### src/rtl/npu_dma_arbiter_if.sv
// Bundle of requester-side and DMA-engine-side signals for npu_dma_arbiter.
// slave  : the arbiter itself.
// master : the cluster environment (requesters plus DMA engine).
interface npu_dma_arbiter_if #(
  parameter int unsigned NUM_REQ    = 4,
  parameter int unsigned ADDR_WIDTH = 32,
  parameter int unsigned SIZE_WIDTH = 22
);
  localparam int unsigned ID_W = $clog2(NUM_REQ);

  // Requester side
  logic [NUM_REQ-1:0]            req_valid_i;
  logic [NUM_REQ-1:0]            req_ready_o;
  logic [NUM_REQ*ADDR_WIDTH-1:0] req_src_addr_i;
  logic [NUM_REQ*ADDR_WIDTH-1:0] req_dst_addr_i;
  logic [NUM_REQ*SIZE_WIDTH-1:0] req_size_i;
  logic [NUM_REQ*3-1:0]          req_op_i;
  logic [NUM_REQ-1:0]            cpl_valid_o;
  logic                          cpl_error_o;

  // DMA engine side
  logic                          dma_req_o;
  logic [ADDR_WIDTH-1:0]         dma_src_addr_o;
  logic [ADDR_WIDTH-1:0]         dma_dst_addr_o;
  logic [SIZE_WIDTH-1:0]         dma_size_o;
  logic [2:0]                    dma_op_o;
  logic                          dma_done_i;
  logic                          dma_error_i;

  // Status
  logic                          busy_o;
  logic [ID_W-1:0]               grant_id_o;

  modport slave (
    input  req_valid_i, req_src_addr_i, req_dst_addr_i, req_size_i, req_op_i,
    input  dma_done_i, dma_error_i,
    output req_ready_o, cpl_valid_o, cpl_error_o,
    output dma_req_o, dma_src_addr_o, dma_dst_addr_o, dma_size_o, dma_op_o,
    output busy_o, grant_id_o
  );

  modport master (
    output req_valid_i, req_src_addr_i, req_dst_addr_i, req_size_i, req_op_i,
    output dma_done_i, dma_error_i,
    input  req_ready_o, cpl_valid_o, cpl_error_o,
    input  dma_req_o, dma_src_addr_o, dma_dst_addr_o, dma_size_o, dma_op_o,
    input  busy_o, grant_id_o
  );
endinterface

### src/rtl/npu_dma_arbiter.sv
// Round-robin descriptor arbiter/sequencer in front of the NPU cluster DMA engine.
// Grants one requester at a time, issues its descriptor to the engine, waits for
// done/error, then pulses a completion with status back to the owner.
// Optional watchdog on the WAIT state: define NPU_DMA_ARB_TIMEOUT_EN.
module npu_dma_arbiter #(
  parameter int unsigned NUM_REQ        = 4,
  parameter int unsigned ADDR_WIDTH     = 32,
  parameter int unsigned SIZE_WIDTH     = 22,
  parameter int unsigned TIMEOUT_CYCLES = 4096
) (
  input  logic             clk_i,
  input  logic             rst_ni,
  npu_dma_arbiter_if.slave bus
);
  localparam int unsigned   ID_W = $clog2(NUM_REQ);
  localparam logic [ID_W:0] NREQ = (ID_W+1)'(NUM_REQ);

  typedef enum logic [1:0] {IDLE, ISSUE, WAIT, CPL} state_e;

  state_e                state_q, state_d;
  logic [ID_W-1:0]       rr_ptr_q, rr_ptr_d;
  logic [ID_W-1:0]       grant_id_q, grant_id_d;
  logic                  err_q, err_d;
  logic [ADDR_WIDTH-1:0] src_q, src_d;
  logic [ADDR_WIDTH-1:0] dst_q, dst_d;
  logic [SIZE_WIDTH-1:0] size_q, size_d;
  logic [2:0]            op_q, op_d;

`ifdef NPU_DMA_ARB_TIMEOUT_EN
  localparam int unsigned TO_W = $clog2(TIMEOUT_CYCLES + 1);
  logic [TO_W-1:0]       wait_cnt_q, wait_cnt_d;
`else
  localparam int unsigned unused_timeout_cycles = TIMEOUT_CYCLES;
`endif

  // Per-requester views of the packed descriptor buses
  logic [ADDR_WIDTH-1:0] src_arr  [NUM_REQ];
  logic [ADDR_WIDTH-1:0] dst_arr  [NUM_REQ];
  logic [SIZE_WIDTH-1:0] size_arr [NUM_REQ];
  logic [2:0]            op_arr   [NUM_REQ];

  for (genvar k = 0; k < NUM_REQ; k++) begin : g_unpack
    assign src_arr[k]  = bus.req_src_addr_i[k*ADDR_WIDTH +: ADDR_WIDTH];
    assign dst_arr[k]  = bus.req_dst_addr_i[k*ADDR_WIDTH +: ADDR_WIDTH];
    assign size_arr[k] = bus.req_size_i[k*SIZE_WIDTH +: SIZE_WIDTH];
    assign op_arr[k]   = bus.req_op_i[k*3 +: 3];
  end

  logic            win_found;
  logic [ID_W-1:0] win_idx;
  logic [ID_W:0]   cand;
  logic [ID_W:0]   rr_inc;
  logic            win_legal;

  // Round-robin search: first valid requester at or after rr_ptr, wrapping
  always_comb begin
    win_found = 1'b0;
    win_idx   = '0;
    cand      = '0;
    for (int unsigned i = 0; i < NUM_REQ; i++) begin
      cand = {1'b0, rr_ptr_q} + (ID_W+1)'(i);
      if (cand >= NREQ) cand = cand - NREQ;
      if (!win_found && bus.req_valid_i[cand[ID_W-1:0]]) begin
        win_found = 1'b1;
        win_idx   = cand[ID_W-1:0];
      end
    end
  end

  // Winner legality and the pointer value that follows it
  always_comb begin
    win_legal = (size_arr[win_idx] != '0) && (op_arr[win_idx] <= 3'b010);
    rr_inc    = {1'b0, win_idx} + (ID_W+1)'(1);
    if (rr_inc >= NREQ) rr_inc = '0;
  end

  // State register
  always_ff @(posedge clk_i or negedge rst_ni) begin
    if (!rst_ni) state_q <= IDLE;
    else         state_q <= state_d;
  end

  // Next-state and datapath-next logic
  always_comb begin
    state_d    = state_q;
    rr_ptr_d   = rr_ptr_q;
    grant_id_d = grant_id_q;
    err_d      = err_q;
    src_d      = src_q;
    dst_d      = dst_q;
    size_d     = size_q;
    op_d       = op_q;
`ifdef NPU_DMA_ARB_TIMEOUT_EN
    wait_cnt_d = '0;
`endif
    unique case (state_q)
      IDLE: begin
        if (win_found) begin
          src_d      = src_arr[win_idx];
          dst_d      = dst_arr[win_idx];
          size_d     = size_arr[win_idx];
          op_d       = op_arr[win_idx];
          grant_id_d = win_idx;
          rr_ptr_d   = rr_inc[ID_W-1:0];
          if (win_legal) begin
            state_d = ISSUE;
            err_d   = 1'b0;
          end else begin
            state_d = CPL;
            err_d   = 1'b1;
          end
        end
      end
      ISSUE: begin
        state_d = WAIT;
        err_d   = 1'b0;
      end
      WAIT: begin
`ifdef NPU_DMA_ARB_TIMEOUT_EN
        wait_cnt_d = wait_cnt_q + TO_W'(1);
`endif
        // Engine error outranks done; both outrank the watchdog
        if (bus.dma_error_i) begin
          state_d = CPL;
          err_d   = 1'b1;
        end else if (bus.dma_done_i) begin
          state_d = CPL;
          err_d   = 1'b0;
        end
`ifdef NPU_DMA_ARB_TIMEOUT_EN
        else if (wait_cnt_q == TO_W'(TIMEOUT_CYCLES - 1)) begin
          state_d = CPL;
          err_d   = 1'b1;
        end
`endif
      end
      CPL:     state_d = IDLE;
      default: state_d = IDLE;
    endcase
  end

  // Descriptor, ownership and pointer registers
  always_ff @(posedge clk_i or negedge rst_ni) begin
    if (!rst_ni) begin
      rr_ptr_q   <= '0;
      grant_id_q <= '0;
      err_q      <= 1'b0;
      src_q      <= '0;
      dst_q      <= '0;
      size_q     <= '0;
      op_q       <= '0;
`ifdef NPU_DMA_ARB_TIMEOUT_EN
      wait_cnt_q <= '0;
`endif
    end else begin
      rr_ptr_q   <= rr_ptr_d;
      grant_id_q <= grant_id_d;
      err_q      <= err_d;
      src_q      <= src_d;
      dst_q      <= dst_d;
      size_q     <= size_d;
      op_q       <= op_d;
`ifdef NPU_DMA_ARB_TIMEOUT_EN
      wait_cnt_q <= wait_cnt_d;
`endif
    end
  end

  // Outputs decoded from state; ready is gated by reset so it clears asynchronously
  always_comb begin
    bus.req_ready_o = '0;
    if (rst_ni && state_q == IDLE && win_found) bus.req_ready_o[win_idx] = 1'b1;
    bus.cpl_valid_o = '0;
    if (state_q == CPL) bus.cpl_valid_o[grant_id_q] = 1'b1;
    bus.cpl_error_o    = (state_q == CPL) && err_q;
    bus.dma_req_o      = (state_q == ISSUE);
    bus.busy_o         = (state_q != IDLE);
    bus.grant_id_o     = grant_id_q;
    bus.dma_src_addr_o = src_q;
    bus.dma_dst_addr_o = dst_q;
    bus.dma_size_o     = size_q;
    bus.dma_op_o       = op_q;
  end
endmodule

### src/flat_wrapper.sv
// flat-port wrapper written by rule: the top's interface ports become plain ports
module npu_dma_arbiter_flat 
#(
  parameter int unsigned NUM_REQ        = 4,
  parameter int unsigned ADDR_WIDTH     = 32,
  parameter int unsigned SIZE_WIDTH     = 22,
  parameter int unsigned TIMEOUT_CYCLES = 4096
)
  (clk_i, rst_ni, bus_req_valid_i, bus_req_src_addr_i, bus_req_dst_addr_i, bus_req_size_i, bus_req_op_i, bus_dma_done_i, bus_dma_error_i, bus_req_ready_o, bus_cpl_valid_o, bus_cpl_error_o, bus_dma_req_o, bus_dma_src_addr_o, bus_dma_dst_addr_o, bus_dma_size_o, bus_dma_op_o, bus_busy_o, bus_grant_id_o);
  npu_dma_arbiter_if #(.NUM_REQ(NUM_REQ), .ADDR_WIDTH(ADDR_WIDTH), .SIZE_WIDTH(SIZE_WIDTH)) bus_i ();
  input  logic clk_i;
  input  logic rst_ni;
  input wire logic [$bits(bus_i.req_valid_i)-1:0] bus_req_valid_i;
  input wire logic [$bits(bus_i.req_src_addr_i)-1:0] bus_req_src_addr_i;
  input wire logic [$bits(bus_i.req_dst_addr_i)-1:0] bus_req_dst_addr_i;
  input wire logic [$bits(bus_i.req_size_i)-1:0] bus_req_size_i;
  input wire logic [$bits(bus_i.req_op_i)-1:0] bus_req_op_i;
  input wire logic [$bits(bus_i.dma_done_i)-1:0] bus_dma_done_i;
  input wire logic [$bits(bus_i.dma_error_i)-1:0] bus_dma_error_i;
  output wire logic [$bits(bus_i.req_ready_o)-1:0] bus_req_ready_o;
  output wire logic [$bits(bus_i.cpl_valid_o)-1:0] bus_cpl_valid_o;
  output wire logic [$bits(bus_i.cpl_error_o)-1:0] bus_cpl_error_o;
  output wire logic [$bits(bus_i.dma_req_o)-1:0] bus_dma_req_o;
  output wire logic [$bits(bus_i.dma_src_addr_o)-1:0] bus_dma_src_addr_o;
  output wire logic [$bits(bus_i.dma_dst_addr_o)-1:0] bus_dma_dst_addr_o;
  output wire logic [$bits(bus_i.dma_size_o)-1:0] bus_dma_size_o;
  output wire logic [$bits(bus_i.dma_op_o)-1:0] bus_dma_op_o;
  output wire logic [$bits(bus_i.busy_o)-1:0] bus_busy_o;
  output wire logic [$bits(bus_i.grant_id_o)-1:0] bus_grant_id_o;
  assign bus_i.req_valid_i = bus_req_valid_i;
  assign bus_i.req_src_addr_i = bus_req_src_addr_i;
  assign bus_i.req_dst_addr_i = bus_req_dst_addr_i;
  assign bus_i.req_size_i = bus_req_size_i;
  assign bus_i.req_op_i = bus_req_op_i;
  assign bus_i.dma_done_i = bus_dma_done_i;
  assign bus_i.dma_error_i = bus_dma_error_i;
  assign bus_req_ready_o = bus_i.req_ready_o;
  assign bus_cpl_valid_o = bus_i.cpl_valid_o;
  assign bus_cpl_error_o = bus_i.cpl_error_o;
  assign bus_dma_req_o = bus_i.dma_req_o;
  assign bus_dma_src_addr_o = bus_i.dma_src_addr_o;
  assign bus_dma_dst_addr_o = bus_i.dma_dst_addr_o;
  assign bus_dma_size_o = bus_i.dma_size_o;
  assign bus_dma_op_o = bus_i.dma_op_o;
  assign bus_busy_o = bus_i.busy_o;
  assign bus_grant_id_o = bus_i.grant_id_o;
  npu_dma_arbiter #(.NUM_REQ(NUM_REQ), .ADDR_WIDTH(ADDR_WIDTH), .SIZE_WIDTH(SIZE_WIDTH), .TIMEOUT_CYCLES(TIMEOUT_CYCLES)) u_core (.clk_i(clk_i), .rst_ni(rst_ni), .bus(bus_i));
endmodule
### config.mk
export PLATFORM = sky130hd
export DESIGN_NAME = npu_dma_arbiter_flat
export DESIGN_NICKNAME = d
export VERILOG_FILES = /design/src/rtl/npu_dma_arbiter_if.sv /design/src/rtl/npu_dma_arbiter.sv /design/src/flat_wrapper.sv
export SDC_FILE = /design/constraint.sdc
export NUM_CORES = 1
export LEC_CHECK = 0
export BUFFER_PORTS_ARGS = -buffer_cell sky130_fd_sc_hd__clkbuf_2
export CAP_MARGIN = 30
export CELL_PAD_IN_SITES_DETAIL_PLACEMENT = 1
export CELL_PAD_IN_SITES_GLOBAL_PLACEMENT = 1
export CORE_AREA = 2 2 180 182
export CTS_CLUSTER_DIAMETER = 100
export DETAILED_ROUTE_END_ITERATION = 8
export DIE_AREA = 0 0 182 184
export GPL_TIMING_DRIVEN = 0
export PLACE_DENSITY = 0.67
export SYNTH_ARGS = -nofsm -noshare
export SYNTH_HDL_FRONTEND = slang
export SYNTH_SLANG_ARGS = --single-unit
### constraint.sdc
create_clock -name clk_i -period 6.3 [get_ports clk_i]
set_input_delay 0.63 -clock clk_i [delete_from_list [all_inputs] [get_ports clk_i]]
set_output_delay 0.63 -clock clk_i [all_outputs]
set_load 0.05 [all_outputs]
==> out/results.ini, run 1 <==
[run_status]
outcome=completed

[die]
fp.coreArea_mm2=0.0314
die-area_mm2=0.0335
start_util=0.214
fp.dieW_um=182
die_y_um=184
io_pins=466
row_count=65

[timing]
min_period_ps=4540
grt_setup_unrepaired=false
fmax_mhz=220
finalMaxSlewViolations=0
fin_skew_ps=10.9
tightest_slew_ps=882
tns_ps=0
hold_viol_final=0
setup_viol=0
slew_headroom=0.412
timing.final.crit_share=0.721

[pwr]
peakVddDrop_uv=145
p_leak_uw=0.00547
power_uw=5420
power_density_mw_per_mm2=549

[synth]
yosysWarnings=0
ys_ff_latch=96
ys_types=44
ys_seq_area_frac=0.358
synth_ff_type=dfrtp_1
syn_area_per_cell_um2=6.80
synth_cells=988
synth_nets=1361
synthArstFlopShare=1.00
synth_edf_count=0
synth_area_mm2=0.00672

[global_routing]
grt.met3_usage=0.0509
grt_util_met1=0.231
antenna_found_initial=2
track_usage=0.209
grt_pass1_vias=9427
grt.overflow.total=0
grt_start_max_net_pins=101
grt_pass1_wl_um=53400
met2_usage=0.400
top_usage_layer=met2

[worst_setup_path]
cp.arrival_ps=3910
cpPeakStageDelay_ps=670
cp_cell_sequence=and2_4 -> o211a_4 -> nor2_2 -> buf_6 -> buf_4 -> buf_2 -> clkbuf_1 -> buf_2 -> ha_1 -> and3_1 -> clkbuf_2
cp_common_cell=buf_2
critPathMaxFanout=11
crit_family=buffers and inverters
crit_type=reg -> out
end_kind=primary output
path_buf_inv=6
slowest_stage=clkbuf_1
startpoint_type=register
cp.required_ps=5670
rrSetupSlack_ps=2610

[route]
wire_per_inst_um=19.2
drtIter0Drc=361
ant_nets=0
vias=8770
drt_pass1_iterations=6
vias_per_cell=4.69
finalWirelength_um=35900
drcViolationCount=0

[clock_tree]
clockBufferDepth=2
cts_tree=done
cts-resized-gates=0
cts_inserted_buffers=9
clockRootBuffer=clkbuf_16
path_clk_slew_ps=70
postCtsHoldBufs=0
clk_latency_ps=350
cts_sinks=96
cts_setup_buffers=0
h-tree-depth=3

[job]
cap_violations=0

[placement]
gp_congestion=0.835
place_hpwl_um=29200
port_buffers=464

[cells_and_area]
multiInputGateArea_mm2=0.00398
nets=1836
seq_area_mm2=0.00240
n_fill_cell=4123
final_core_util=0.315
area_growth_pct=47.2
drive_gt1_frac=0.349

[worst_hold_path]
hp-class=in -> async

[worst register-to-register path, cell delays in order, from the launching register on]
cell       delay (ps)
dfrtp_1           480
mux2i_1           240
o2bb2ai_1         190
nor2_4            340
clkbuf_1          680
clkbuf_1          740
buf_1             550
nand3_1           180
nand3_1           130
nand2_1            60
[flip-flops by register name, summed over array words and instances (netlist names)]
name / flops
u_core.rr_ptr_q: 2
u_core.bus.dma_size_o: 22
u_core.bus.dma_dst_addr_o: 32
u_core.bus.dma_src_addr_o: 32
u_core.bus.dma_op_o: 3
u_core.bus.grant_id_o: 2
u_core.state_q: 2
u_core.err_q: 1
[cell usage after synthesis, types with 2 or more instances]
cell,n,share of area
a211oi_1,8,0.0089
a21boi_0,7,0.0078
a21boi_1,2,0.0022
a21oi_1,3,0.0022
a22oi_1,4,0.0045
and2_1,2,0.0019
and3_1,5,0.0047
buf_1,13,0.0073
buf_2,8,0.0060
buf_4,2,0.0022
clkbuf_1,52,0.029
dfrtp_1,96,0.36
ha_1,9,0.017
inv_1,5,0.0028
mux2_2,13,0.022
mux2i_1,29,0.043
nand2_1,425,0.24
nand2b_1,4,0.0037
nand3_1,228,0.17
nand4_1,3,0.0028
nor2_1,5,0.0028
nor2b_1,2,0.0019
nor3b_1,2,0.0022
o211ai_1,2,0.0022
o21ai_0,35,0.026
o22ai_1,2,0.0019
o31ai_1,5,0.0056
[layout make-up]
cell class | instances | area share
inverter | 6 | 0.00228
clock inverter | 4 | 0.00772
timing repair buffer | 464 | 0.236
clock buffer | 11 | 0.0256
antenna | 2 | 0.000506
buffer | 76 | 0.0314
multi-input combinational | 810 | 0.403
sequential | 96 | 0.243
tap | 402 | 0.0509
[metrics by stage]
step / worst slack (ps) / area (um^2) / instances / hold WS, ps
after floorplan: 2670 / 6720 / 988 / 334
after global placement: 1780 / 9540 / 1854 / 457
after detailed placement: 1730 / 9550 / 1854 / 463
after CTS: 1630 / 9880 / 1869 / 420
after global routing: 1500 / 9880 / 1869 / 438
final: 1760 / 9890 / 1871 / 387
[logic make-up after synthesis]
group / Yosys count / share of synthesized area
simple gates: 683 / 0.436
flops: 96 / 0.358
buf+inv: 82 / 0.0495
compound gates: 76 / 0.0749
mux: 42 / 0.0650
fa+ha+maj: 9 / 0.0168
[power breakdown]
group	internal [uW]	switching [uW]
sequential	932	192
clock	370	274
combinational	933	2720
[cell usage in the layout (no fill, tap or decap), types with 2 or more instances in the layout]
master,instances
nor2b_1,2
and3_1,5
clkbuf_16,9
and2_1,2
buf_4,2
buf_1,13
buf_2,8
a21boi_1,2
diode_2,2
clkbuf_1,52
clkbuf_2,463
a22oi_1,4
inv_1,5
a211oi_1,8
o22ai_1,2
mux2i_1,29
a21oi_1,3
nand2_1,425
clkbuf_8,3
a21boi_0,7
o21ai_0,35
nand2b_1,4
ha_1,9
nor3b_1,2
bufinv_16,2
nand3_1,228
nand4_1,3
dfrtp_1,96
nor2_1,5
o211ai_1,2
mux2_2,13
o31ai_1,5
[final timing paths]
| kind | from | endpoint | cells past startpoint |
|---|---|---|---|
| min in group clk_i | u_core.bus.dma_src_addr_o[23] | u_core.bus.dma_src_addr_o[23] | 2 |
| worst max register to register | u_core.rr_ptr_q[1] | u_core.bus.dma_dst_addr_o[21] | 9 |
| max in group asynchronous | rst_ni | u_core.bus.dma_src_addr_o[7] | 1 |
| worst min-delay path | rst_ni | u_core.bus.dma_op_o[2] | 1 |
| worst min register to register | u_core.bus.dma_src_addr_o[23] | u_core.bus.dma_src_addr_o[23] | 2 |
| worst max-delay path | u_core.rr_ptr_q[1] | bus_req_ready_o[3] | 11 |
[layer usage]
metal  share of wire  vias to the layer above
met5               0                        -
met4           0.019                        0
met3           0.066                       37
met2            0.52                      330
met1            0.40                     4148
li1                -                     4255
No activity file was read; power rests on OpenSTA's default activity.
==> run 2, diff against run 1 <==
Settings changed: CORE_AREA 2 2 180 182 to 2 2 183 185, DIE_AREA 0 0 182 184 to 0 0 185 187, PLACE_DENSITY 0.67 to 0.68.
Clock period 6.3 ns to 4.05 ns, I/O delays scaled along.
==> run 2 against run 1 <==
  * Register-to-register slack worse by 2100 ps
  * Die area up 3.3%
  * First-iteration DRC count down 14%
  * Cell count increased by 2.5%
  * Worst hold slack worse by 240 ps
  * Critical endpoint is now bus_req_ready_o[2]
  * Largest power group unchanged
==> out/results.ini, run 2 (synthesized netlist as in run 1, its figures left out) <==
[worst_setup_path]
cp.required_ps=3640
cp_cell_sequence=and2_4 -> o211a_4 -> nor2_2 -> buf_6 -> buf_4 -> clkbuf_4 -> buf_2 -> ha_1 -> and3_1 -> clkbuf_2
cpPeakStageDelay_ps=480
crit_type=reg -> out
cp.arrival_ps=3320
path_buf_inv=5
end_kind=primary output
crit_family=buffers and inverters
slowest_stage=dfrtp_1
startpoint_type=register
critPathMaxFanout=19

[placement]
place_ws_ps=-112
port_buffers=464
dp.cells=1901
gp_congestion=0.930
place_hpwl_um=30300

[route]
vias=8813
wire_per_inst_um=19.2
ant_nets=0
finalWirelength_um=36800
drt_pass1_iterations=5
drtIter0Drc=312
drcViolationCount=0
vias_per_cell=4.60

[die]
fp.dieW_um=185
io_pins=466
row_count=67
die-area_mm2=0.0346
fp.coreArea_mm2=0.0329
die_y_um=187
start_util=0.204

[cells_and_area]
area_growth_pct=47.3
drive_gt1_frac=0.350
final_cell_mix=clkbuf_2 (463), nand2_1 (425), nand3_1 (228)
final_common_cell=clkbuf_2
nets=1835
seq_area_mm2=0.00240
n_fill_cell=4310
final_cells=1917
multiInputGateArea_mm2=0.00398

[timing]
min_period_ps=3730
grt_setup_unrepaired=false
fmax_mhz=268
fin_skew_ps=18.0
slew_headroom=0.408
fin_ws_ps=324
hold_viol_final=0
finalMaxSlewViolations=0
timing.final.crit_share=0.920
setup_viol=0
tightest_slew_ps=888

[pwr]
peakVddDrop_uv=265
power_uw=8310
swShare=0.599
seq_power_share=0.210
pwr-share-clk=0.103
internal_power_uw=3330
power_density_mw_per_mm2=840
p_leak_uw=0.00545
p_comb_frac=0.687
p_sw_uw=4980

[clock_tree]
cts_sinks=96
h-tree-depth=3
cts_inserted_buffers=9
clk_latency_ps=350
clockBufferDepth=2
path_clk_slew_ps=80
clockRootBuffer=clkbuf_16
cts_setup_buffers=0
cts-resized-gates=2
cts_tree=done
postCtsHoldBufs=0

[worst_hold_path]
hp-class=in -> async

[run_status]
outcome=completed

[global_routing]
antenna_found_initial=3
grt.overflow.total=0
grt_start_max_net_pins=101
track_usage=0.208
grt_pass1_vias=9488
grt_pass1_wl_um=54300

[job]
cap_violations=0

run 2: cell types whose count changed in the layout (fill, tap and decap cells not counted), sizes merged:
cell | previous run | this run
bufinv | 2 | 0
clkbuf | 527 | 525
clkinv | 0 | 2
clkinvlp | 1 | 2
inv | 7 | 8
run 2: worst reg2reg max path, stage by stage, from the launching register on:
cell and delay, ps:
dfrtp_1 500, mux2i_1 230, o2bb2ai_1 170, nor2_4 570
inv_2 170, a211oi_1 350, o22ai_1 130, or4_1 590
or4_4 500, a221oi_2 240
run 2: metrics by stage:
step                      hold slack, ps  setup TNS (ps)   util  instance area (um^2)
after global placement               460            -108  0.292                  9600
after detailed placement             462            -211  0.293                  9620
after floorplan                      109               0      -                  6720
after global routing                 211               0  0.301                  9890
final                                144               0  0.301                  9890
after CTS                            188               0  0.301                  9890
run 2: area by class of cell:
type	count	share of cell area
plain buffers	74	0.0309
inverters	6	0.00228
clock buffers	10	0.0231
well taps	448	0.0567
clock inverters	6	0.00430
multi-input cells	810	0.403
repair buffers	465	0.237
flip-flops and latches	96	0.243
diodes	2	0.000506
run 2: layer usage:
metal  wire length, um  GRT usage  part of all wire  vias to the layer above
met5                 0          0                 0                        -
met4              1240     0.0754             0.034                        0
met3              2650     0.0502             0.072                       51
met2             18700      0.388              0.51                      350
met1             14200      0.225              0.39                     4164
li1                  -          -                 -                     4248
run 2: power by group through the flow:
stage               sequential (uW)  combinational (uW)  clock (uW)
floorplan                      3260                2410           0
global placement               1740                5730           0
detailed placement             1760                5810           0
CTS                            1750                5820         889
global route                   1810                6250         921
finish                         1740                5710         854
run 2: path summary, 6_finish.rpt:
kind,startpoint,to,slack (ps),cells after the start
hold / removal,rst_ni,u_core.bus.dma_op_o[1],140,1
setup reg to reg,u_core.rr_ptr_q[1],u_core.err_q,520,9
max in group asynchronous,rst_ni,u_core.bus.dma_src_addr_o[15],3260,1
hold reg to reg,u_core.bus.dma_dst_addr_o[22],u_core.bus.dma_dst_addr_o[22],480,2
min in group clk_i,bus_req_src_addr_i[12],u_core.bus.dma_src_addr_o[12],390,5
setup / recovery,u_core.rr_ptr_q[1],bus_req_ready_o[2],320,10
==> run 3, diff against run 2 <==
Settings changed: CORE_AREA 2 2 183 185 to 2 2 180 182, DIE_AREA 0 0 185 187 to 0 0 182 184, PLACE_DENSITY 0.68 to 0.67.
Clock period 4.05 ns to 4.5 ns, I/O delays scaled along.
==> run 3 against run 2 <==
  * Worst hold slack gained 65 ps
  * Core utilization grew 1.4 points
  * Global-route usage grew 0.15 points
  * Sequential cell count is the same
  * Wire length shrank 2.6%
  * Largest cell class unchanged
  * Largest power group unchanged
  * Non-clock buffer count is the same
==> out/results.ini, run 3 (synthesized netlist as in run 1, its figures left out) <==
[worst_setup_path]
regToRegStartpoint=u_core.rr_ptr_q[1]
critPathMaxFanout=19
startpoint_type=register
cp.arrival_ps=3680
cp_cell_sequence=and2_4 -> o211a_4 -> nor2_2 -> buf_6 -> buf_4 -> buf_2 -> inv_1 -> clkbuf_1 -> ha_1 -> and3_1 -> clkbuf_2
cpPeakStageDelay_ps=600
cp.required_ps=4050
r2r-end=u_core.bus.dma_src_addr_o[0]
crit_type=reg -> out
end_kind=primary output
rrSetupSlack_ps=790
slowest_stage=buf_2
r2r_cells=13

[route]
drcViolationCount=0
vias_per_cell=4.70
finalWirelength_um=35900
vias=8783
drt_pass1_iterations=6
wire_per_inst_um=19.2
ant_nets=0
drtIter0Drc=404

[global_routing]
grt_start_max_net_pins=101
track_usage=0.209
grt_pass1_wl_um=53400
antenna_found_initial=2
grt_pass1_vias=9427
grt.overflow.total=0

[timing]
hold_viol_final=0
tns_ps=0
setup_viol=0
fin_skew_ps=11.1
fmax_mhz=242
tightest_slew_ps=898
timing.final.crit_share=0.919
min_period_ps=4130
finalMaxSlewViolations=0
grt_setup_unrepaired=false
slew_headroom=0.401

[clock_tree]
cts-resized-gates=0
cts_tree=done
clockBufferDepth=2
clk_latency_ps=350
clockRootBuffer=clkbuf_16
cts_setup_buffers=0
path_clk_slew_ps=70
postCtsHoldBufs=0
h-tree-depth=3
cts_sinks=96
cts_inserted_buffers=9

[cells_and_area]
drive_gt1_frac=0.349
final_cell_mix=clkbuf_2 (463), nand2_1 (425), nand3_1 (228)
nets=1835
area_growth_pct=47.1
final_common_cell=clkbuf_2
final_core_util=0.315

[worst_hold_path]
hp-class=in -> async

[pwr]
p_sw_uw=4460
p_comb_frac=0.674
internal_power_uw=3130
peakVddDrop_uv=204
swShare=0.588
seq_power_share=0.207
power_density_mw_per_mm2=768
p_leak_uw=0.00547
pwr-share-clk=0.119

[die]
start_util=0.214
io_pins=466
die_y_um=184
row_count=65
fp.dieW_um=182
fp.coreArea_mm2=0.0314
die-area_mm2=0.0335

[run_status]
outcome=completed

[placement]
gp_congestion=0.835
place_hpwl_um=29200
port_buffers=464

[job]
cap_violations=0

run 3: cell count changes in the layout (fill, tap and decap cells not counted):
cell and delta:
clkbuf_8 +2, clkinv_2 -2, clkbuf_4 -1, clkinvlp_4 -1, bufinv_16 +2, buf_2 +1
buf_6 -1, inv_6 -1
run 3: worst max path at each step:
stage                                    end  slack (ps)               start  depth (start not counted)
after global placement    bus_req_ready_o[2]         340  bus_req_valid_i[1]                         12
after detailed placement  bus_req_ready_o[2]         290  bus_req_valid_i[1]                         12
after global routing      bus_req_ready_o[0]         110  u_core.rr_ptr_q[1]                         11
after floorplan           bus_req_ready_o[2]        1230  bus_req_valid_i[1]                         11
final                     bus_req_ready_o[0]         370  u_core.rr_ptr_q[1]                         11
after CTS                 bus_req_ready_o[2]           8  u_core.rr_ptr_q[1]                         11
run 3: layer usage:
metal  wire length, um  share of wire  track usage  vias to the layer above
met4               693          0.019       0.0526                        0
met1             14200           0.40        0.231                     4146
met5                 0              0            0                        -
met2             18600           0.52        0.400                      347
met3              2390          0.067       0.0509                       39
li1                  -              -            -                     4251
run 3: critical path, delay by kind of cell (launching register included):
family / cells / cell delay (ps)
buffers and inverters: 6 / 1770
flip-flops: 1 / 470
adder cells (fa/ha/maj): 1 / 300
AND/OR/NAND/NOR: 3 / 480
AO/OA/AOI/OAI: 1 / 290
run 3: power groups by stage:
stage / combinational, uW / sequential (uW) / clock (uW)
detailed placement: 5200 / 1590 / 0
global route: 5590 / 1630 / 960
global placement: 5130 / 1570 / 0
finish: 5110 / 1570 / 903
CTS: 5210 / 1580 / 936
floorplan: 2160 / 2930 / 0
run 3: cell type report:
| type | count | area, um^2 |
|---|---|---|
| inverter | 6 | 22.5 |
| buffer | 75 | 307 |
| fill | 4124 | 21500 |
| clock buffer | 11 | 253 |
| tap | 402 | 503 |
| multi-input combinational | 810 | 3980 |
| clock inverter | 4 | 76.3 |
| sequential | 96 | 2400 |
| antenna | 2 | 5.00 |
| timing repair buffer | 464 | 2330 |
run 3: through the flow:
stage / cells / power [uW] / setup WS, ps / hold WS [ps] / area, um^2
after floorplan: 988 / 5100 / 1230 / 154 / 6720
after global placement: 1854 / 6690 / 341 / 457 / 9540
after detailed placement: 1854 / 6790 / 290 / 463 / 9550
after CTS: 1869 / 7720 / 8.01 / 240 / 9880
after global routing: 1868 / 8180 / 105 / 258 / 9880
final: 1870 / 7590 / 366 / 209 / 9880
